## config.mk

```make
export PLATFORM = sky130hd
export DESIGN_NAME = gc_response_rx
export DESIGN_NICKNAME = d
export VERILOG_FILES = /design/src/rtl/gc_response_rx.sv
export SDC_FILE = /design/constraint.sdc
export NUM_CORES = 1
export LEC_CHECK = 0
export BUFFER_PORTS_ARGS = -buffer_cell sky130_fd_sc_hd__buf_2
export CAP_MARGIN = 0
export CORE_MARGIN = 5
export CORE_UTILIZATION = 52
export DETAILED_ROUTE_END_ITERATION = 12
export HOLD_SLACK_MARGIN = 0.12
export PLACE_DENSITY = 0.72
export SLEW_MARGIN = 20
export SYNTH_ARGS = -nofsm -noshare
export SYNTH_HDL_FRONTEND = slang
export SYNTH_SLANG_ARGS = --single-unit
```

## constraint.sdc

```tcl
create_clock -name clk100mhz -period 4.05 [get_ports clk100mhz]
set_clock_uncertainty 0.15 [all_clocks]
set_input_delay 1.215 -clock clk100mhz [delete_from_list [all_inputs] [get_ports clk100mhz]]
set_output_delay 1.215 -clock clk100mhz [all_outputs]
set_load 0.05 [all_outputs]
```

## src/rtl/gc_response_rx.sv

```systemverilog
// gc_response_rx: joybus controller-reply receiver that decodes 64 data bits plus a stop bit from low-pulse widths.
// Optional macro GC_RX_DECODE_EN adds registered button/stick/trigger field outputs.
module gc_response_rx #(
   parameter int CLK_PER_US   = 100,
   parameter int NUM_BITS     = 64,
   parameter int BIT_THRESH   = 200,
   parameter int LOW_MAX      = 500,
   parameter int HIGH_MAX     = 500,
   parameter int RESP_TIMEOUT = 10000
) (
   input  logic                clk100mhz,
   input  logic                reset,
   input  logic                data_in,
   input  logic                send,
   output logic [NUM_BITS-1:0] resp_data,
   output logic                resp_valid,
   output logic                busy,
   output logic                rx_error,
   output logic [1:0]          err_code
`ifdef GC_RX_DECODE_EN
   ,
   output logic [15:0]         buttons,
   output logic [7:0]          joy_x,
   output logic [7:0]          joy_y,
   output logic [7:0]          cstick_x,
   output logic [7:0]          cstick_y,
   output logic [7:0]          trig_l,
   output logic [7:0]          trig_r
`endif
);

   localparam int CNT_W = 14;
   localparam logic [CNT_W-1:0] THRESH_C  = CNT_W'(BIT_THRESH);
   localparam logic [CNT_W-1:0] LOW_MAX_C = CNT_W'(LOW_MAX);
   localparam logic [CNT_W-1:0] HI_MAX_C  = CNT_W'(HIGH_MAX);
   localparam logic [CNT_W-1:0] TMO_C     = CNT_W'(RESP_TIMEOUT);
   localparam logic [6:0]       NBITS_C   = 7'(NUM_BITS);

   localparam logic [1:0] ERR_NONE   = 2'd0;
   localparam logic [1:0] ERR_NORESP = 2'd1;
   localparam logic [1:0] ERR_LOW    = 2'd2;
   localparam logic [1:0] ERR_HIGH   = 2'd3;

   // Timing is configured purely in cycles; the clock rate only has to be sane.
   if (CLK_PER_US < 1) begin : g_bad_clk_per_us
   end

   typedef enum logic [2:0] {IDLE, ARMED, WAIT_START, LOW, HIGH, ERROR} state_t;

   state_t              state;
   logic                sync1, sync2, sync3;
   logic [CNT_W-1:0]    cnt;
   logic [CNT_W-1:0]    cnt_inc;
   logic [6:0]          bit_idx;
   logic [NUM_BITS-1:0] shreg;
   logic                fall, rise;

   // NOTE: the synchronizer resets to 1 (the idle line level) so leaving reset never fakes a falling edge.
   always_ff @(posedge clk100mhz or negedge reset) begin
      if (!reset) begin
         sync1 <= 1'b1;
         sync2 <= 1'b1;
         sync3 <= 1'b1;
      end else begin
         sync1 <= data_in;
         sync2 <= sync1;
         sync3 <= sync2;
      end
   end

   assign fall = sync3 & ~sync2;
   assign rise = ~sync3 & sync2;

   // cnt_inc is the pulse width including the current cycle, so a W-cycle pin pulse measures as W.
   assign cnt_inc = (&cnt) ? cnt : cnt + 1'b1;

   // NOTE: non-blocking (<=) in every clocked block so all flops sample pre-edge values.
   always_ff @(posedge clk100mhz or negedge reset) begin
      if (!reset) begin
         state      <= IDLE;
         cnt        <= '0;
         bit_idx    <= '0;
         shreg      <= '0;
         resp_data  <= '0;
         resp_valid <= 1'b0;
         busy       <= 1'b0;
         rx_error   <= 1'b0;
         err_code   <= ERR_NONE;
`ifdef GC_RX_DECODE_EN
         buttons    <= '0;
         joy_x      <= '0;
         joy_y      <= '0;
         cstick_x   <= '0;
         cstick_y   <= '0;
         trig_l     <= '0;
         trig_r     <= '0;
`endif
      end else begin
         resp_valid <= 1'b0;
         rx_error   <= 1'b0;
         cnt        <= cnt_inc;
         unique case (state)
            IDLE: begin
               if (send) begin
                  state <= ARMED;
                  busy  <= 1'b1;
               end
            end
            ARMED: begin
               if (!send) begin
                  state    <= WAIT_START;
                  cnt      <= '0;
                  err_code <= ERR_NONE;
               end
            end
            WAIT_START: begin
               if (send) begin
                  state <= ARMED;
               end else if (fall) begin
                  state   <= LOW;
                  cnt     <= '0;
                  bit_idx <= '0;
               end else if (cnt_inc == TMO_C) begin
                  state    <= IDLE;
                  busy     <= 1'b0;
                  rx_error <= 1'b1;
                  err_code <= ERR_NORESP;
               end
            end
            LOW: begin
               if (send) begin
                  state <= ARMED;
               end else if (rise) begin
                  if (bit_idx < NBITS_C) begin
                     shreg   <= {shreg[NUM_BITS-2:0], (cnt_inc < THRESH_C)};
                     bit_idx <= bit_idx + 1'b1;
                     cnt     <= '0;
                     state   <= HIGH;
                  end else if (cnt_inc < THRESH_C) begin
                     resp_data  <= shreg;
                     resp_valid <= 1'b1;
                     busy       <= 1'b0;
                     state      <= IDLE;
`ifdef GC_RX_DECODE_EN
                     buttons    <= shreg[63:48];
                     joy_x      <= shreg[47:40];
                     joy_y      <= shreg[39:32];
                     cstick_x   <= shreg[31:24];
                     cstick_y   <= shreg[23:16];
                     trig_l     <= shreg[15:8];
                     trig_r     <= shreg[7:0];
`endif
                  end else begin
                     err_code <= ERR_LOW;
                     state    <= ERROR;
                  end
               end else if (cnt_inc > LOW_MAX_C) begin
                  err_code <= ERR_LOW;
                  state    <= ERROR;
               end
            end
            HIGH: begin
               if (send) begin
                  state <= ARMED;
               end else if (fall) begin
                  cnt   <= '0;
                  state <= LOW;
               end else if (cnt_inc > HI_MAX_C) begin
                  err_code <= ERR_HIGH;
                  state    <= ERROR;
               end
            end
            ERROR: begin
               rx_error <= 1'b1;
               busy     <= 1'b0;
               state    <= IDLE;
            end
            default: begin
               busy  <= 1'b0;
               state <= IDLE;
            end
         endcase
      end
   end

endmodule
```

# After elaboration in Yosys (flattened, before gate mapping)
# Cells that the tools add are included.
[op_classes] addsub=2 n_lt_le_gt_ge=3 eq_ne=24 mux=58 bitwise_logic=7 n_reduce_logical=12
[op_table] op="14-bit two-way mux" n=7
[op_table] op="14-bit one-hot mux with 3 select lines" n=1
[op_table] op="3-bit two-way mux" n=12
[op_table] op="7-bit two-way mux" n=5
[op_table] op="2-bit inequality test, second input constant" n=14
[op_table] op="2-bit two-way mux" n=12
[op_table] op="1-bit two-way mux" n=16
[op_table] op="3-bit one-hot mux with 5 select lines" n=1
[op_table] op="14-bit by 1-bit adder with 14-bit output, second input constant" n=1
[op_table] op="14-bit == test, second input constant" n=1
[op_table] op="14-bit by 9-bit > comparator with 1-bit output, second input constant" n=1
[op_table] op="14-bit by 8-bit less-than comparator with 1-bit output, second input constant" n=1
[op_table] op="7-bit one-hot mux with 2 select lines" n=1
[op_table] op="14-bit AND reduction" n=1
[op_table] op="12-bit AND reduction" n=1
[op_table] op="3-bit inequality test, second input constant" n=3
[op_table] op="9-bit AND reduction" n=1
[op_table] op="2-bit one-hot mux with 4 select lines" n=1
[op_table] op="7-bit by 1-bit adder with 7-bit output, second input constant" n=1
[op_table] op="7-bit less-than comparator, second input constant" n=1
[op_table] op="3-bit by 2-bit == test with 1-bit output, second input constant" n=2
[op_table] op="3-bit == test, second input constant" n=2
[op_table] op="6-bit AND reduction" n=1
[op_table] op="1-bit NOT" n=5
[op_table] op="12 further kinds" n=14
[totals] ff_bits=160 inputBits=4 out_inout_bits=69 word_cells=118

# Longest topological paths before layout
# Gate-level depths: netlist (run 1).
[depth] word_depth=8 depth_mapped=12

# Least setup slack after synthesis (run 1)
# Ideal clock, no wire load.
[synth_timing] path_kind="register to register" start="reg cnt[0]" end="reg resp_data[17]" arrival_time_ns=2.757 required_time_ns=3.775 slack_ns=1.017 stages_incl_launch_ff=12 n_path_buf=2 period_less_slack_ns=3.033 path_cell_list="dfrtp_1 -> ha_1 -> nand4_4 -> nor3_1 -> mux2_2 -> a211oi_1 -> and4_4 -> nand2_2 -> nor3_2 -> buf_6 -> buf_6 -> mux2_4"
[synth_between] elab_chain_cells=4 word_cells_on_any_way=5
[synth_lines] element="start, declared" line_no="52" text="logic [CNT_W-1:0] cnt;"
[synth_lines] element="start signal, assigned" line_no="101" text="cnt <= cnt_inc;"
[synth_lines] element="14-bit by 1-bit adder with 14-bit output or 14-bit AND reduction (tied branches)" line_no="75" text="assign cnt_inc = (&cnt) ? cnt : cnt + 1'b1;"
[synth_lines] element="14-bit two-way mux *" line_no="75"
[synth_lines] element="14-bit by 8-bit less-than comparator with 1-bit output *" line_no="139" text="end else if (cnt_inc < THRESH_C) begin"
[synth_lines] element="5-bit AND reduction (no source line) *"
[synth_lines] element="end signal, assigned" line_no="140" text="resp_data <= shreg;"
[synth_lines] element="end, declared" line_no="15" text="output logic [NUM_BITS-1:0] resp_data,"
# Mark *: on every way between the ends. The rest lies on a longest branch, timed or not.
# A chain may end at the register's enable or synchronous reset.

# Worst setup path in the final report (run 1)
[layout_timing] start="reg cnt[0]" end="reg resp_data[4]"
# The elaborated chain is that of the path after synthesis.

==> flow_metrics.py, run 1 <==
metrics = {
    "routing": {
        "vias_per_cell": 5.48,
        "firstDrtPassIters": 7,
        "routed_wl_microns": 13300,
        "vias": 4258,
        "drt-initial-drc-count": 291,
        "drc": 0,
        "ant_nets": 0,
        "avgRoutedWirePerCell_microns": 17.1,
    },
    "setup_path": {
        "max_stage_delay_ns": 0.43,
        "worstPathMaxFanout": 24,
        "path_cells": "ha_1, nand4_4, nor3_1, mux2_2, a211oi_1, and4_4, nand2_2, nor3_4, buf_12, mux2_2",
        "required_ns": 4.21,
        "critPathSlowestCell": "dfrtp_1",
        "end_kind": "flop",
        "critPathMostFrequentCell": "mux2_2",
        "start_kind": "flop",
        "worstPathArrival_ns": 3.71,
        "worstSetupPathType": "reg2reg",
    },
    "global_route": {
        "antenna_found_initial": 0,
        "grt-ovfl-total": 0,
        "grt_max_degree": 99,
        "grt_first_pass_wirelength_microns": 23100,
        "grt_pass1_vias": 4479,
        "track_usage_pct": 17.8,
    },
    "clock_tree": {
        "clockBufferDepth": 2,
        "clkTransAtPathRegs_ns": 0.07,
        "post_cts_buffers": 0,
        "postCtsHoldBufs": 0,
        "insertion_delay_ns": 0.43,
        "clock-sinks": 160,
        "cts_resized": 0,
        "htree_levels": 4,
        "cts_tree": "built",
        "cts-buffers-inserted": 17,
        "clock-root-buffer": "clkbuf_16",
    },
    "sta": {
        "fmax_ghz": 0.282,
        "drv_slew": 0,
        "fin_hold_ws_ns": 0.207,
        "worstMarginPinSlew_ns": 0.888,
        "grt_setup_unrepaired": "false",
        "tns_ns": 0,
        "setup_viol": 0,
        "period_share_pct": 87.5,
        "final_hold_viol_count": 0,
        "min_period_ns": 3.55,
        "slew_headroom_pct": 40.8,
    },
    "yosys": {
        "syn-mean-instance-area_sq_um": 13.7,
        "synth_area_leaders": "dfrtp_1 56%, mux2_2 13%, mux2_4 10%",
        "synthArstFlopShare_pct": 100,
        "synth_top_cells_by_count": "157 x dfrtp_1, 82 x mux2_2, 49 x mux2_4",
        "ys_types": 56,
        "dominantRegCellSynth": "dfrtp_1",
        "ys_warn_count": 0,
        "synth.top_cell.area_share_pct": 55.9,
        "synth_nets": 518,
        "synth_seq_area_share_pct": 57.0,
        "synthesis.area_sq_mm": 0.00703,
        "synth_edf_count": 0,
        "ys_ff_latch": 160,
        "netlist_instances": 512,
        "post-synth-top-count-cell": "dfrtp_1",
        "yosysTopAreaCell": "dfrtp_1",
    },
    "final_layout": {
        "finish.net_count": 594,
        "areaGrowthSynthToFinish_pct": 16.9,
        "layout-drive-gt1-share_pct": 43.9,
        "n_antenna_cell": 0,
        "fin_util_pct": 62.1,
    },
    "place": {
        "port-buffer-count": 72,
        "post-dp-hpwl_microns": 8980,
        "gp_congestion": 0.809,
    },
    "pwr": {
        "power_leakage_nw": 4.13,
        "ir_drop_mv": 0.325,
        "powerDensity_mw_per_mm2": 458,
    },
    "run_status": {
        "status": "complete, no violations",
    },
    "job": {
        "maxCapViolations": 0,
    },
    "floorplan": {
        "die_area_sq_mm": 0.0159,
        "ioPinCount": 73,
        "row_count": 42,
        "initial_utilization_pct": 53.1,
        "fp.coreArea_sq_mm": 0.0132,
        "die_h_microns": 126,
        "die_w_microns": 126,
    },
    "min_path": {
        "min_path_type": "reg2reg",
    },
}
==> state kept, by name, summed over array words and instances (netlist names), 2 cells and up <==
name / count
resp_data: 64
shreg: 64
cnt: 14
bit_idx: 7
state: 3
err_code: 2
==> layout by cell type, fill, tap and decap left out, drive strengths merged, types with 3 or more instances in the layout <==
master | synthesis | layout
o21ai | 16 | 16
nor2 | 32 | 32
nor2b | 9 | 9
a31oi | 6 | 6
a211oi | 3 | 3
mux2i | 5 | 5
a21oi | 14 | 14
inv | 7 | 13
buf | 9 | 83
nor4 | 6 | 6
mux2 | 133 | 133
nand2b | 7 | 7
nand2 | 20 | 20
dfrtp | 157 | 157
and4 | 5 | 5
nand3 | 8 | 8
and3 | 5 | 5
clkbuf | 17 | 17
o211ai | 3 | 3
clkinv | 0 | 6
nand4 | 5 | 5
and2 | 3 | 3
xor2 | 4 | 4
dfstp | 3 | 3
nor3 | 13 | 13
==> per-stage QoR <==
step	area, sq um	instances	power, W	worst slack [ns]
6_report	8220	777	0.00376	0.504
2_1_floorplan	7030	512	0.00203	1.02
5_1_grt	8220	777	0.00393	0.309
3_3_place_gp	7600	745	0.00213	0.633
3_5_place_dp	7600	745	0.00215	0.513
4_1_cts	8220	777	0.00380	0.484
==> per-layer routing <==
layer / wire (microns) / vias up / GRT usage [%]
met5: 0 / - / 0
met4: 199 / 0 / 6.44
met3: 755 / 17 / 5.46
met2: 6370 / 106 / 27.4
met1: 5990 / 2150 / 24.0
li1: - / 1985 / -
==> worst paths after layout <==
| kind | startpoint | end | slack, ns | cells past startpoint |
|---|---|---|---|---|
| max in group asynchronous | reset | shreg[12]$_DFFE_PN0P_ | 2.19 | 2 |
| min in group asynchronous | reset | cnt[9]$_DFF_PN0_ | 0.74 | 1 |
| min reg2reg | sync1$_DFF_PN1_ | sync2$_DFF_PN1_ | 0.21 | 0 |
| min | sync1$_DFF_PN1_ | sync2$_DFF_PN1_ | 0.21 | 0 |
| max | cnt[0]$_DFF_PN0_ | resp_data[4]$_DFFE_PN0P_ | 0.50 | 10 |
| max reg2reg | cnt[0]$_DFF_PN0_ | resp_data[4]$_DFFE_PN0P_ | 0.50 | 10 |
==> worst max-delay path, delay by kind of cell (launching register included) <==
kind,cells,cell delay [ns]
muxes,2,0.76
DFF,1,0.43
adders and majority gates,1,0.33
AOI/OAI and AO/OA,1,0.27
buffers and inverters,1,0.27
and+or+nand+nor,5,1.21
==> report_power, final <==
group / switching (W) / internal (W) / total (W)
Sequential: 0.0000896 / 0.00167 / 0.00176
Clock: 0.000700 / 0.000938 / 0.00164
Combinational: 0.000235 / 0.000132 / 0.000366
==> cell families (layout without fill, tap and decap cells) <==
logic type      Yosys count  count (layout)  share of synthesized area (%)
compound gates           55              55                           5.20
flops                   160             160                           57.0
xor+xnor                  6               6                          0.747
buf+inv                  33             122                           2.46
mux                     138             138                           24.6
simple gates            118             118                           9.61
fa+ha+maj                 2               2                          0.356
==> area by class of cell <==
type                       instances  area [sq um]
clock buffer                      17           425
clock inverter                    15           193
fill                            1038          5020
inverter                           7          26.3
multi-input combinational        319          2860
sequential                       160          4010
tap                              176           220
timing repair buffer              83           487
(Power assumes the default switching activity.)
==> run 2: changes to the inputs <==
--- a/config.mk
+++ b/config.mk
@@ -5,6 +5,7 @@
 export SDC_FILE = /design/constraint.sdc
 export NUM_CORES = 1
 export LEC_CHECK = 0
+export ABC_AREA = 1
 export BUFFER_PORTS_ARGS = -buffer_cell sky130_fd_sc_hd__buf_2
 export CAP_MARGIN = 0
 export CORE_MARGIN = 5
==> constraint.sdc (replaced) <==
create_clock -name clk100mhz -period 4.05 [get_ports clk100mhz]
set_clock_uncertainty 0.15 [all_clocks]
set_input_delay 0.81 -clock clk100mhz [delete_from_list [all_inputs] [get_ports clk100mhz]]
set_output_delay 0.81 -clock clk100mhz [all_outputs]
set_load 0.05 [all_outputs]
==> run 2 against run 1 <==
  * Sequential power rose by 50%
  * Non-clock buffer count is 5 lower
  * Count of clock-buffer cells in the layout increased by 8
  * Core utilization shrank 1.6 points
  * Setup slack improved by 0.63 ns
  * Global-route usage increased by 1.1 points
  * Critical path type unchanged
  * Fmax increased by 22%
==> flow_metrics.py, run 2 <==
metrics = {
    "yosys": {
        "syn-mean-instance-area_sq_um": 9.21,
        "ys_ff_latch": 160,
        "dominantRegCellSynth": "dfrtp_1",
        "synth_area_leaders": "dfrtp_1 56%, nand2_1 11%, o21ai_2 7.1%",
        "synth_edf_count": 0,
        "synth.top_cell.area_share_pct": 55.7,
        "ys_warn_count": 0,
        "synth_seq_area_share_pct": 56.8,
        "synthesis.area_sq_mm": 0.00706,
        "ys_types": 38,
        "synth_nets": 772,
        "yosysTopAreaCell": "dfrtp_1",
        "netlist_instances": 766,
        "synthArstFlopShare_pct": 100,
        "synth_top_cells_by_count": "200 x nand2_1, 157 x dfrtp_1, 102 x inv_1",
        "post-synth-top-count-cell": "nand2_1",
    },
    "global_route": {
        "grt_first_pass_wirelength_microns": 24900,
        "grt-ovfl-total": 0,
        "track_usage_pct": 18.9,
        "antenna_found_initial": 0,
        "grt_max_degree": 130,
        "grt_pass1_vias": 5273,
    },
    "clock_tree": {
        "clock-sinks": 160,
        "htree_levels": 4,
        "cts_tree": "built",
        "clockBufferDepth": 2,
        "post_cts_buffers": 0,
        "clkTransAtPathRegs_ns": 0.06,
        "cts-buffers-inserted": 17,
        "insertion_delay_ns": 0.42,
        "cts_resized": 0,
        "clock-root-buffer": "clkbuf_16",
        "postCtsHoldBufs": 0,
    },
    "setup_path": {
        "critPathSlowestCell": "buf_12",
        "path_cells": "ha_1, nand3_2, nor2_1, nand2_2, nand3_1, nor2_2, nand3_2, nor2_4, nand3_4, buf_12, nand2_1, o21ai_2",
        "worstSetupPathType": "reg2reg",
        "rr_worst_depth": 12,
        "critPathMostFrequentCell": "nand3_2",
        "max_stage_delay_ns": 0.49,
        "cp-startpoint": "cnt[0]$_DFF_PN0_",
        "end_kind": "flop",
        "r2r_slack_ns": 1.14,
        "required_ns": 4.25,
        "r2r_end": "resp_data[31]$_DFFE_PN0P_",
        "cp.depth": 12,
        "worstPathArrival_ns": 3.11,
        "worstPathMaxFanout": 129,
        "start_kind": "flop",
        "r2r_start": "cnt[0]$_DFF_PN0_",
        "path_buf_inv": 1,
        "critical-path-top-delay-family": "simple AND/OR/NAND/NOR gates",
    },
    "place": {
        "placed_area_sq_mm": 0.00748,
        "port-buffer-count": 72,
        "gp_congestion": 0.872,
        "place_inst": 988,
        "post-dp-hpwl_microns": 9370,
    },
    "final_layout": {
        "fill_cells": 1124,
        "final_cells": 1020,
        "top_regs": "resp_data x64, shreg x64, cnt x14",
        "final_common_cell": "nand2_1",
        "n_antenna_cell": 0,
        "finish.net_count": 837,
        "layout-drive-gt1-share_pct": 22.7,
        "final_cell_mix": "200 x nand2_1, 157 x dfrtp_1, 102 x inv_1, 74 x o21ai_0, 71 x buf_2",
        "areaGrowthSynthToFinish_pct": 14.0,
        "final_area_sq_mm": 0.00804,
    },
    "sta": {
        "slew_headroom_pct": 43.6,
        "grt_setup_unrepaired": "false",
        "min_period_ns": 2.91,
        "worstMarginPinSlew_ns": 0.846,
        "tns_ns": 0,
        "drv_slew": 0,
        "setup_viol": 0,
        "period_share_pct": 71.9,
        "fmax_ghz": 0.344,
        "final_hold_viol_count": 0,
    },
    "floorplan": {
        "die_w_microns": 127,
        "die_area_sq_mm": 0.0160,
        "ioPinCount": 73,
        "fp.coreArea_sq_mm": 0.0133,
        "initial_utilization_pct": 53.1,
        "die_h_microns": 127,
        "row_count": 42,
    },
    "pwr": {
        "powerDensity_mw_per_mm2": 856,
        "ir_drop_mv": 0.611,
        "power_leakage_nw": 4.12,
    },
    "routing": {
        "avgRoutedWirePerCell_microns": 13.7,
        "firstDrtPassIters": 5,
        "vias_per_cell": 5.08,
        "drc": 0,
        "routed_wl_microns": 14000,
        "drt-initial-drc-count": 511,
        "vias": 5181,
        "ant_nets": 0,
    },
    "job": {
        "maxCapViolations": 0,
    },
    "min_path": {
        "min_path_type": "reg2reg",
        "worstHoldStart": "sync1$_DFF_PN1_",
        "worstHoldPathCells": 0,
        "holdPathEnd": "sync2$_DFF_PN1_",
    },
    "run_status": {
        "status": "complete, no violations",
    },
}
-- run 2: changes by cell type after synthesis, moves of 14 or more --
| cell | before | now |
|---|---|---|
| nand2_1 | 19 | 200 |
| inv_1 | 7 | 102 |
| mux2_2 | 82 | 1 |
| o21ai_0 | 15 | 74 |
| o21ai_2 | 0 | 57 |
| mux2_4 | 49 | 0 |
| nand3_1 | 8 | 22 |
-- run 2: layer usage --
metal	GRT usage, %	up-vias	routed length, microns
met5	0	-	0
met4	7.13	0	267
met3	4.29	24	599
met2	29.7	119	6690
met1	25.7	2467	6410
li1	-	2571	-
-- run 2: cells by family after synthesis --
family | share of synthesized area (%)
and+or+nand+nor | 18.2
AOI/OAI and AO/OA | 15.1
DFF | 56.8
buffers and inverters | 9.20
xor gates and xnor gates | 0.248
adders and majority gates | 0.354
muxes | 0.160
-- run 2: worst max path at each step --
stage | to | slack, ns
2_1_floorplan | resp_data[0]$_DFFE_PN0P_ | 1.75
3_5_place_dp | resp_data[9]$_DFFE_PN0P_ | 1.17
3_3_place_gp | bit_idx[0]$_DFFE_PN0P_ | 1.30
6_report | resp_data[31]$_DFFE_PN0P_ | 1.14
5_1_grt | resp_data[30]$_DFFE_PN0P_ | 0.90
4_1_cts | resp_data[9]$_DFFE_PN0P_ | 1.15
-- run 2: final cells by class --
type                       count  area, sq um  area share (%)
sequential                   160         4010            49.8
multi-input combinational    470         2420            30.0
clock buffer                  25          485            6.04
timing repair buffer          78          449            5.58
inverter                     104          390            4.85
tap                          176          220            2.74
clock inverter                 7         73.8           0.918
-- run 2: per-stage QoR --
step	worst slack [ns]	total power [W]	util (%)	hold slack, ns
finish	1.14	0.00688	60.5	0.206
global route	0.903	0.00733	60.5	0.208
CTS	1.15	0.00696	60.5	0.204
detailed placement	1.17	0.00540	56.3	0.199
global placement	1.30	0.00532	56.3	0.201
floorplan	1.75	0.00470	-	0.195
-- run 2: where the power goes --
| group | internal (W) | leakage (nW) | switching [W] |
|---|---|---|---|
| clock | 0.000899 | 0.273 | 0.000625 |
| combinational | 0.000681 | 1.89 | 0.00204 |
| sequential | 0.00225 | 1.95 | 0.000387 |
| total | 0.00383 | 4.12 | 0.00306 |
==> run 3: changes to the inputs <==
--- a/config.mk
+++ b/config.mk
@@ -12,7 +12,7 @@
 export CORE_UTILIZATION = 52
 export DETAILED_ROUTE_END_ITERATION = 12
 export HOLD_SLACK_MARGIN = 0.12
-export PLACE_DENSITY = 0.72
+export PLACE_DENSITY = 0.75
 export SLEW_MARGIN = 20
 export SYNTH_ARGS = -nofsm -noshare
 export SYNTH_HDL_FRONTEND = slang
==> constraint.sdc (replaced) <==
create_clock -name clk100mhz -period 2.39 [get_ports clk100mhz]
set_clock_uncertainty 0.15 [all_clocks]
set_input_delay 0.478 -clock clk100mhz [delete_from_list [all_inputs] [get_ports clk100mhz]]
set_output_delay 0.478 -clock clk100mhz [all_outputs]
set_load 0.05 [all_outputs]
==> run 3 against run 2 <==
  * Sequential power is 69% higher
  * Setup slack got worse by 1.1 ns
  * Worst hold slack better by 0.0055 ns
  * Global-route usage down 0.71 points
  * Count of clock-buffer cells in the layout increased by 3
  * Sequential share of layout area is 3.4 points lower
  * Final area increased by 7.3%
  * Combinational power is 77% higher
  * Wire length is 9.1% higher
  * Largest power group unchanged
==> flow_metrics.py, run 3 (same netlist as run 2, synthesis figures left out) <==
metrics = {
    "run_status": {
        "status": "complete, no violations",
    },
    "sta": {
        "fin_hold_ws_ns": 0.211,
        "grt_setup_unrepaired": "true",
        "worstMarginPinSlew_ns": 0.528,
        "setup_viol": 0,
        "drv_slew": 0,
        "min_period_ns": 2.37,
        "period_share_pct": 99.3,
        "fmax_ghz": 0.421,
        "slew_headroom_pct": 64.8,
        "final_hold_viol_count": 0,
    },
    "final_layout": {
        "layout-drive-gt1-share_pct": 27.9,
        "fin_util_pct": 64.9,
        "final_common_cell": "nand2_1",
        "areaGrowthSynthToFinish_pct": 22.3,
        "finish.net_count": 875,
        "top_regs": "resp_data x64, shreg x64, cnt x14",
        "final_cell_mix": "194 x nand2_1, 155 x dfrtp_1, 102 x inv_1, 74 x o21ai_0, 71 x buf_2",
        "n_antenna_cell": 0,
    },
    "pwr": {
        "power.share.sequential_pct": 37.6,
        "p_sw_w": 0.00523,
        "p_sw_share_pct": 43.9,
        "p_int_w": 0.00667,
        "power_w": 0.0119,
        "power_frac_comb_pct": 40.6,
        "powerDensity_mw_per_mm2": 1380,
        "ir_drop_mv": 1.02,
        "power_leakage_nw": 4.42,
        "p_clk_share_pct": 21.8,
    },
    "routing": {
        "firstDrtPassIters": 4,
        "vias": 5434,
        "routed_wl_microns": 15200,
        "vias_per_cell": 5.14,
        "ant_nets": 0,
        "drt-initial-drc-count": 314,
        "avgRoutedWirePerCell_microns": 14.4,
        "drc": 0,
    },
    "setup_path": {
        "worstPathMaxFanout": 14,
        "required_ns": 2.55,
        "r2r_slack_ns": 0.02,
        "worstSetupPathType": "reg2reg",
        "end_kind": "flop",
        "start_kind": "flop",
        "worstPathArrival_ns": 2.53,
    },
    "global_route": {
        "grt-ovfl-total": 0,
        "grt_max_degree": 58,
        "grt_first_pass_wirelength_microns": 24000,
        "grt_pass1_vias": 5173,
        "antenna_found_initial": 0,
        "track_usage_pct": 18.2,
    },
    "floorplan": {
        "fp.coreArea_sq_mm": 0.0133,
        "initial_utilization_pct": 53.1,
        "row_count": 42,
        "die_w_microns": 127,
        "die_h_microns": 127,
        "ioPinCount": 73,
        "die_area_sq_mm": 0.0160,
    },
    "clock_tree": {
        "clock-root-buffer": "clkbuf_16",
        "htree_levels": 4,
        "insertion_delay_ns": 0.42,
        "cts-buffers-inserted": 17,
        "clock-sinks": 160,
        "clkTransAtPathRegs_ns": 0.06,
        "cts_tree": "built",
        "clockBufferDepth": 2,
    },
    "job": {
        "maxCapViolations": 0,
    },
    "place": {
        "gp_congestion": 0.906,
        "port-buffer-count": 72,
        "post-dp-hpwl_microns": 9750,
    },
    "min_path": {
        "min_path_type": "reg2reg",
    },
}
run 3: path summary, 6_finish.rpt:
path,from,end,cells after the start
hold reg to reg,sync1$_DFF_PN1_,sync2$_DFF_PN1_,0
max in group asynchronous,reset,sync2$_DFF_PN1_,3
min in group asynchronous,reset,shreg[26]$_DFFE_PN0P_,2
hold / removal,sync1$_DFF_PN1_,sync2$_DFF_PN1_,0
setup reg to reg,cnt[0]$_DFF_PN0_,resp_data[26]$_DFFE_PN0P_,16
setup / recovery,cnt[0]$_DFF_PN0_,resp_data[26]$_DFFE_PN0P_,16
run 3: metrics by stage:
step	TNS [ns]	setup slack, ns	std cells	instance area, sq um
6_report	0	0.0157	1058	8630
3_5_place_dp	0	0.00463	1010	7720
3_3_place_gp	0	0.0360	1010	7720
4_1_cts	0	0.0111	1045	8320
2_1_floorplan	0	0.0852	766	7060
5_1_grt	-2.91	-0.107	1058	8630
run 3: per-layer routing:
layer	track usage [%]	vias up	share of wire, %
li1	-	2634	-
met3	5.04	21	5.1
met4	5.62	0	1.5
met2	30.0	131	51
met5	0	-	0
met1	23.4	2648	42
run 3: cell type report:
type,count,area (sq um)
clock buffers,28,517
clock inverters,4,51.3
fillers,1041,4660
inverters,104,390
multi-input cells,471,2540
flip-flops and latches,160,4010
well taps,176,220
repair buffers,115,905
run 3: power by group through the flow:
stage	combinational (W)	sequential [W]	clock (W)
2_1_floorplan	0.00175	0.00621	0
3_3_place_gp	0.00470	0.00445	0
3_5_place_dp	0.00479	0.00447	0
4_1_cts	0.00482	0.00446	0.00264
5_1_grt	0.00524	0.00462	0.00277
6_report	0.00483	0.00447	0.00259
run 3: repair_timing:
action,4_1_cts,5_1_grt
resized for setup,0,35
hold buffers,2,0
hold endpoints to repair,54,0
endpoints found under the setup margin,1,72
gates cloned,0,6
setup buffers,1,7
pin swaps,0,7
run 3: worst max-delay path, cell delays in order, from the launching register on:
cell and delay (ns):
dfrtp_1 0.38, buf_4 0.15, ha_4 0.16, nand3_4 0.11, inv_2 0.06, nand2_4 0.08
nor2_1 0.05, nand2_1 0.08, nand2_2 0.08, nor2_4 0.11, nand3_2 0.11, nor2_4 0.15
nand3_4 0.09, buf_12 0.17, clkbuf_16 0.18, nand2_1 0.10, o21ai_2 0.06
